<file path="config.mk">
export PLATFORM = sky130hd
export DESIGN_NAME = branch_unit_pht
export DESIGN_NICKNAME = d
export VERILOG_FILES = /design/src/rtl/branch_unit_pht.sv
export SDC_FILE = /design/constraint.sdc
export NUM_CORES = 1
export LEC_CHECK = 0
export ABC_AREA = 1
export CORE_MARGIN = 1.5
export CORE_UTILIZATION = 40
export CTS_CLUSTER_DIAMETER = 30
export DETAILED_ROUTE_END_ITERATION = 6
export PLACE_DENSITY = 0.72
export SLEW_MARGIN = 15
export SYNTH_ARGS = -nofsm -noshare
export SYNTH_HDL_FRONTEND = slang
export SYNTH_SLANG_ARGS = --single-unit
</file>
<file path="constraint.sdc">
create_clock -name clk -period 2.47 [get_ports clk]
set_input_delay 0.494 -clock clk [delete_from_list [all_inputs] [get_ports clk]]
set_output_delay 0.494 -clock clk [all_outputs]
set_load 0.02 [all_outputs]
</file>
<file path="src/rtl/branch_unit_pht.sv">
// Branch resolution with a PHT of 2-bit saturating counters for fetch prediction.
// It also produces a registered mispredict flag and saturating performance counters.
package branch_unit_pht_pkg;
    typedef enum logic [2:0] {
        BEQ  = 3'b000,
        BNE  = 3'b001,
        BLT  = 3'b100,
        BGE  = 3'b101,
        BLTU = 3'b110,
        BGEU = 3'b111
    } branch_op_t;

    typedef enum logic {
        PC_NEXT   = 1'b0,
        PC_BRANCH = 1'b1
    } pc_branch_mux_t;
endpackage

module branch_unit_pht
    import branch_unit_pht_pkg::*;
#(
    parameter int XLEN        = 32,
    parameter int PHT_ENTRIES = 16,
    parameter int IDX_LSB     = 2,
    parameter int CNT_W       = 32
) (
    input  logic             clk,
    input  logic             reset,
    input  logic [XLEN-1:0]  fetch_pc,
    output logic             fetch_pred_taken,
    input  logic             ex_valid,
    input  logic [XLEN-1:0]  ex_pc,
    input  logic [XLEN-1:0]  a,
    input  logic [XLEN-1:0]  b,
    input  branch_op_t       op,
    input  logic             branch_always,
    input  logic             branch_instr,
    input  logic             ex_pred_taken,
    output pc_branch_mux_t   take,
    output logic             mispredict,
    output logic [CNT_W-1:0] branch_count,
    output logic [CNT_W-1:0] mispredict_count
);
    localparam int IDX_W = $clog2(PHT_ENTRIES);

    logic [1:0]       pht_q [PHT_ENTRIES];
    logic [1:0]       pht_d [PHT_ENTRIES];
    logic             mispredict_q, mispredict_d;
    logic [CNT_W-1:0] branch_count_q, branch_count_d;
    logic [CNT_W-1:0] mispredict_count_q, mispredict_count_d;

    logic [IDX_W-1:0] fetch_idx, ex_idx;
    logic             cond, take_bit, upd;

    assign fetch_idx = fetch_pc[IDX_LSB +: IDX_W];
    assign ex_idx    = ex_pc[IDX_LSB +: IDX_W];

    // Only the index slice of the PCs matters; the rest is intentionally ignored.
    logic unused_pc_bits;
    assign unused_pc_bits = ^{fetch_pc, ex_pc};

    always_comb begin
        cond = 1'b0;
        case (op)
            BEQ:     cond = (a == b);
            BNE:     cond = (a != b);
            BLT:     cond = ($signed(a) <  $signed(b));
            BGE:     cond = ($signed(a) >= $signed(b));
            BLTU:    cond = (a <  b);
            BGEU:    cond = (a >= b);
            default: cond = 1'b0;
        endcase
    end

    assign take_bit         = branch_always | (branch_instr & cond);
    assign take             = take_bit ? PC_BRANCH : PC_NEXT;
    assign fetch_pred_taken = pht_q[fetch_idx][1];
    assign upd              = ex_valid & branch_instr & ~branch_always;

    // Fetch reads pht_q directly, so a same-index update is invisible until next cycle.
    always_comb begin
        pht_d = pht_q;
        if (upd) begin
            if (cond) begin
                if (pht_q[ex_idx] != 2'b11) pht_d[ex_idx] = pht_q[ex_idx] + 2'b01;
            end else begin
                if (pht_q[ex_idx] != 2'b00) pht_d[ex_idx] = pht_q[ex_idx] - 2'b01;
            end
        end
    end

    always_comb begin
        mispredict_d       = ex_valid & (branch_instr | branch_always) & (take_bit != ex_pred_taken);
        branch_count_d     = branch_count_q;
        mispredict_count_d = mispredict_count_q;
        if (upd && branch_count_q != '1)
            branch_count_d = branch_count_q + 1'b1;
        if (mispredict_d && mispredict_count_q != '1)
            mispredict_count_d = mispredict_count_q + 1'b1;
    end

    always_ff @(posedge clk) begin
        if (reset) begin
            for (int i = 0; i < PHT_ENTRIES; i++) pht_q[i] <= 2'b01;
            mispredict_q       <= 1'b0;
            branch_count_q     <= '0;
            mispredict_count_q <= '0;
        end else begin
            for (int i = 0; i < PHT_ENTRIES; i++) pht_q[i] <= pht_d[i];
            mispredict_q       <= mispredict_d;
            branch_count_q     <= branch_count_d;
            mispredict_count_q <= mispredict_count_d;
        end
    end

    assign mispredict       = mispredict_q;
    assign branch_count     = branch_count_q;
    assign mispredict_count = mispredict_count_q;
endmodule

</file>
-- Yosys cells after proc, flatten, opt, wreduce, memory -nomap -nowiden
Index checks and enable logic that the tools add are counted.
- register bits after elaboration: 97
- input port bits: 137
- output and inout port bits: 67
- logic and storage cells: 74
- add/sub/neg operators: 4
- magnitude comparators: 7
- eq/ne operators: 12
- muxes and demuxes: 15
- bitwise gates (word level): 10
- reduce and logical (&&, ||, !) cells: 7
- operators by type and width (operator ; number):
    two-way mux 32 bit ; 3
    adder 32 x 1 -> 32 bit (second input constant) ; 2
    bitwise mux 32 bit ; 2
    >= comparator 32 bit ; 2
    < comparator 32 bit ; 2
    inequality test 32 bit (second input constant) ; 2
    == test 32 bit ; 1
    inequality test 32 bit ; 1
    binary-select mux 2 bit (select 4 bit) ; 2
    == test 3 bit (second input constant) ; 4
    >= comparator 5 bit (second input constant) ; 2
    two-way mux 2 bit ; 5
    NOT 4 -> 5 bit ; 2
    demux 2 bit (select 4 bit) ; 1
    one-hot mux 1 bit (6 select lines) ; 1
    bitwise AND 1 bit ; 5
    < comparator 5 x 1 -> 1 bit (second input constant) ; 1
    nonzero test 2 bit ; 2
    == test 3 x 1 -> 1 bit (second input constant) ; 1
    logical AND 1 bit ; 3
    zero test 3 bit ; 1
    AND reduction 3 bit ; 1
    adder 2 x 1 -> 2 bit (second input constant) ; 1
    inequality test 2 x 1 -> 1 bit (second input constant) ; 1
    6 further kinds ; 7

-- Depth between registers and ports, before layout
- word-level depth: 8
- gate-level depth with buffers: 25
- mapped depth without buffers: 24

-- Worst setup path after synthesis
Ideal clock, no wire load.
- path kind: input to output
- start: input b[31]
- end: output take
- arrival: 2249 ps
- data required time: 1976 ps
- path slack: -273 ps
- stages: 15
- path buffers: 1
- cell sequence: inv_1 ha_1 a21oi_1 o21a_1 nand2_1 nor2_1 nand2_1 nand2_1 nand2_1 nor2_2 nor2_4 nand2_2 clkbuf_1 nand2_1 nand2_1
- word-level cells in the longest chain between the ends: 5
- elaborated cells between the ends (all ways): 10
- classes of those cells: 4 x order compare; 2 x eq/ne; 2 x mux; 2 x bitwise
- RTL lines (item ; line ; text):
    start, declared ; 34 ; input logic [XLEN-1:0] b,
    >= comparator 32 bit, or another cell as far along ; 70 ; BGEU: cond = (a >= b);
    one-hot mux 1 bit (6 select lines) (*) ; 64 ; case (op)
    bitwise AND 1 bit (*) ; 75 ; assign take_bit = branch_always | (branch_instr & cond);
    bitwise OR 1 bit (*) ; 75 ;
    two-way mux 1 bit (*) ; 76 ; assign take = take_bit ? PC_BRANCH : PC_NEXT;
    end, declared ; 39 ; output pc_branch_mux_t take,
Mark *: on every way between the ends. The rest lies on a longest branch, timed or not.

-- Worst setup path in the final report
- start: input b[21]
- end: output take
The elaborated chain is that of the path after synthesis.

==> reports/qor.yml <==
status:
  status: "finished, violations left"
  violations: "negative setup slack"
worst_setup_path:
  cp_max_fo: 4
  cp.required_ps: 1980
  setup.worst_path.class: "in -> out"
  reg2reg_setup_slack_ps: 100
  worst_ep_arrival_time_ps: 2210
  end_kind: "primary output"
  reg2reg_depth: 15
  rr_startpoint: "pht_q[25]$_SDFFE_PP0P_"
  r2r_end: "pht_q[3]$_SDFFE_PP0P_"
  start_kind: "input pin"
detailed_routing:
  drt_iter0_drc: 574
  firstDrtPassIters: 6
  routed_wl_um: 22800
  post_drt_wl_per_cell_um: 15.6
  viasPerCell: 5.36
  drtAntennaViolNets: 0
  drc: 0
  num_vias: 7820
yosys:
  synth_top_cell_area_share_pct: 29.7
  synth_edf_count: 0
  yosysSeqAreaShare_pct: 29.7
  synthArstFlopShare_pct: 0
  netlist_instances: 1025
  synthesis.area_um2: 6540
  yosysUniqueCellTypes: 41
  synth_fp_nets: 1198
  yosys_warnings: 0
  synthTopCellsByArea: "dfxtp_1 30%, nand2_1 14%, inv_1 7.8%"
  ys_ff_latch: 97
  yosys.area.top_type: "dfxtp_1"
  synthFlopType: "dfxtp_1"
  postSynthAreaPerCell_um2: 6.38
cts:
  h-tree-depth: 3
  cts-root-buf: "clkbuf_16"
  clockBufferDepth: 2
  tritoncts: "yes"
  cts_buffers: 9
  cts_sinks: 97
  clk_pin_slew_ps: 60
  hold_buffers: 0
  insertion_delay_ps: 350
placement:
  gp_congestion: 0.966
  io_buffers: 147
  placed_area_um2: 8760
  dp_hpwl_um: 14800
  dpl_worst_slack_ps: -1060
power:
  power.density_nw_per_um2: 393
  p_leak_uw: 0.00419
  internal_power_uw: 2960
  irDropWorstVdd_mv: 0.350
  p_sw_share_pct: 27.2
  seq_power_share_pct: 38.8
  power_uw: 4060
  combPwrFrac_pct: 21.4
  p_sw_uw: 1100
  clkPwrFrac_pct: 39.9
timing:
  fmax_ghz: 0.369
  hold_ws_ps: 460
  worst_pin_slew_ps: 729
  rsz0062_at_grt: "yes"
  finalHoldViolations: 0
  fin_crit_sh_pct: 110
  fin_skew_ps: 6.26
  setup_ws_ps: -239
  relSlewSlack_pct: 51.4
  setup_viol: 53
  final.min_clock_period_ps: 2710
  drv_slew: 0
floorplan:
  start_util_pct: 41.0
  dieHeight_um: 131
  die-area_um2: 17100
  die_x_um: 131
  row_count: 46
  core_um2: 15900
  ioPinCount: 204
grt:
  grt_pass1_wl_um: 34000
  grt_overflow: 0
  groute.usage.overall_pct: 25.1
  grt_pass1_vias: 7113
  antenna_found_initial: 0
  grt_max_degree: 53
layout:
  fillers: 1372
  final_cell_mix: "165 x nand2_1, 106 x inv_1, 102 x nor2_1, 97 x dfxtp_1, 77 x clkdlybuf4s50_1"
  multiInputGateArea_um2: 5100
  final_area_um2: 10300
  seq_area_um2: 1940
  areaGrowthSynthToFinish_pct: 57.9
  nNetsFinal: 1413
  final_common_cell: "nand2_1"
  diodes: 0
  utilization_pct: 64.8
  layout-drive-gt1-share_pct: 33.0
flow_run:
  max_cap_viol_count: 0
hold_path:
  hold_depth: 2
  hold_path.class: "reg -> reg"
-- area by class of cell --
cell class | count | share of cell area [%]
Sequential cell | 97 | 18.8
Tap cell | 216 | 2.62
Inverter | 143 | 5.31
Multi-Input combinational cell | 753 | 49.4
Clock buffer | 10 | 2.22
Clock inverter | 5 | 1.01
Timing Repair Buffer | 236 | 20.7
-- synthesized netlist by cell type (2+ instances only) --
master / n
o21ai_0: 38
clkbuf_1: 22
a211oi_1: 2
clkinv_1: 3
buf_2: 5
nor2_1: 115
nand3_1: 79
o211ai_1: 6
dfxtp_1: 97
nor2_2: 5
nand2_1: 246
o21a_1: 3
xor2_1: 26
xnor2_1: 4
nor3b_1: 3
inv_1: 136
or4_1: 2
nor4_1: 8
nand4_1: 48
ha_1: 36
inv_2: 4
nor3_1: 32
a21oi_1: 69
o22ai_1: 14
buf_4: 3
nand3_2: 3
nand2_2: 2
-- routing by layer --
metal  vias up  global-route usage (%)  part of all wire [%]  wire length (µm)
met4         0                    8.73                   3.5               790
met5         -                       0                     0                 0
met1      3631                    30.0                    40              9030
li1       3823                       -                     -                 -
met3        80                    4.93                   6.1              1380
met2       286                    44.7                    51             11600
-- worst max-delay path, stage by stage --
cell and delay, ps:
buf_6 70, inv_2 30, ha_4 270, nand2_4 50, nor2_4 120, nand4_1 150
nor2_4 160, nand2_2 80, nand4_1 110, o21ai_2 60, inv_2 40, nand3_2 70
nor2_4 150, nand2_4 80, nand2_4 70, nand2_4 50, buf_6 130
-- worst max-delay path by stage --
stage,start,end,slack (ps)
2_1_floorplan,b[21],take,-60
3_3_place_gp,b[27],take,-1020
3_5_place_dp,b[20],take,-1060
4_1_cts,b[23],take,-180
5_1_grt,b[6],take,-360
6_report,b[21],take,-240
-- repair_timing --
action                                  in CTS  in global routing
pin swaps                                   90                 76
cloned                                       5                  4
setup buffers                               15                  5
gates resized for setup                    348                204
endpoints found under the setup margin      67                 72
-- power groups by stage --
stage          Sequential [µW]  Clock [µW]  Combinational, µW
6_report                  1570        1620                867
2_1_floorplan             1610           0                316
3_3_place_gp              1610           0                600
4_1_cts                   1570        1640                732
3_5_place_dp              1610           0                608
5_1_grt                   1570        1710                935
-- cells by family (layout without fill, tap and decap cells) --
kind of cell / count (synthesis) / in the layout / share of synthesized area (%)
AOI/OAI and AO/OA: 137 / 137 / 11.6
xor gates and xnor gates: 31 / 31 / 4.27
adders and majority gates: 36 / 36 / 6.89
buffers and inverters: 175 / 394 / 10.4
DFF: 97 / 97 / 29.7
and+or+nand+nor: 549 / 549 / 37.2
-- metrics by stage --
stage / TNS (ps) / std cells
after floorplan: -60.7 / 1025
after global placement: -54520 / 1421
after detailed placement: -56960 / 1421
after CTS: -3070 / 1456
after global routing: -15970 / 1460
final: -7060 / 1460
Note: power is estimated with default switching activity, not from simulation.
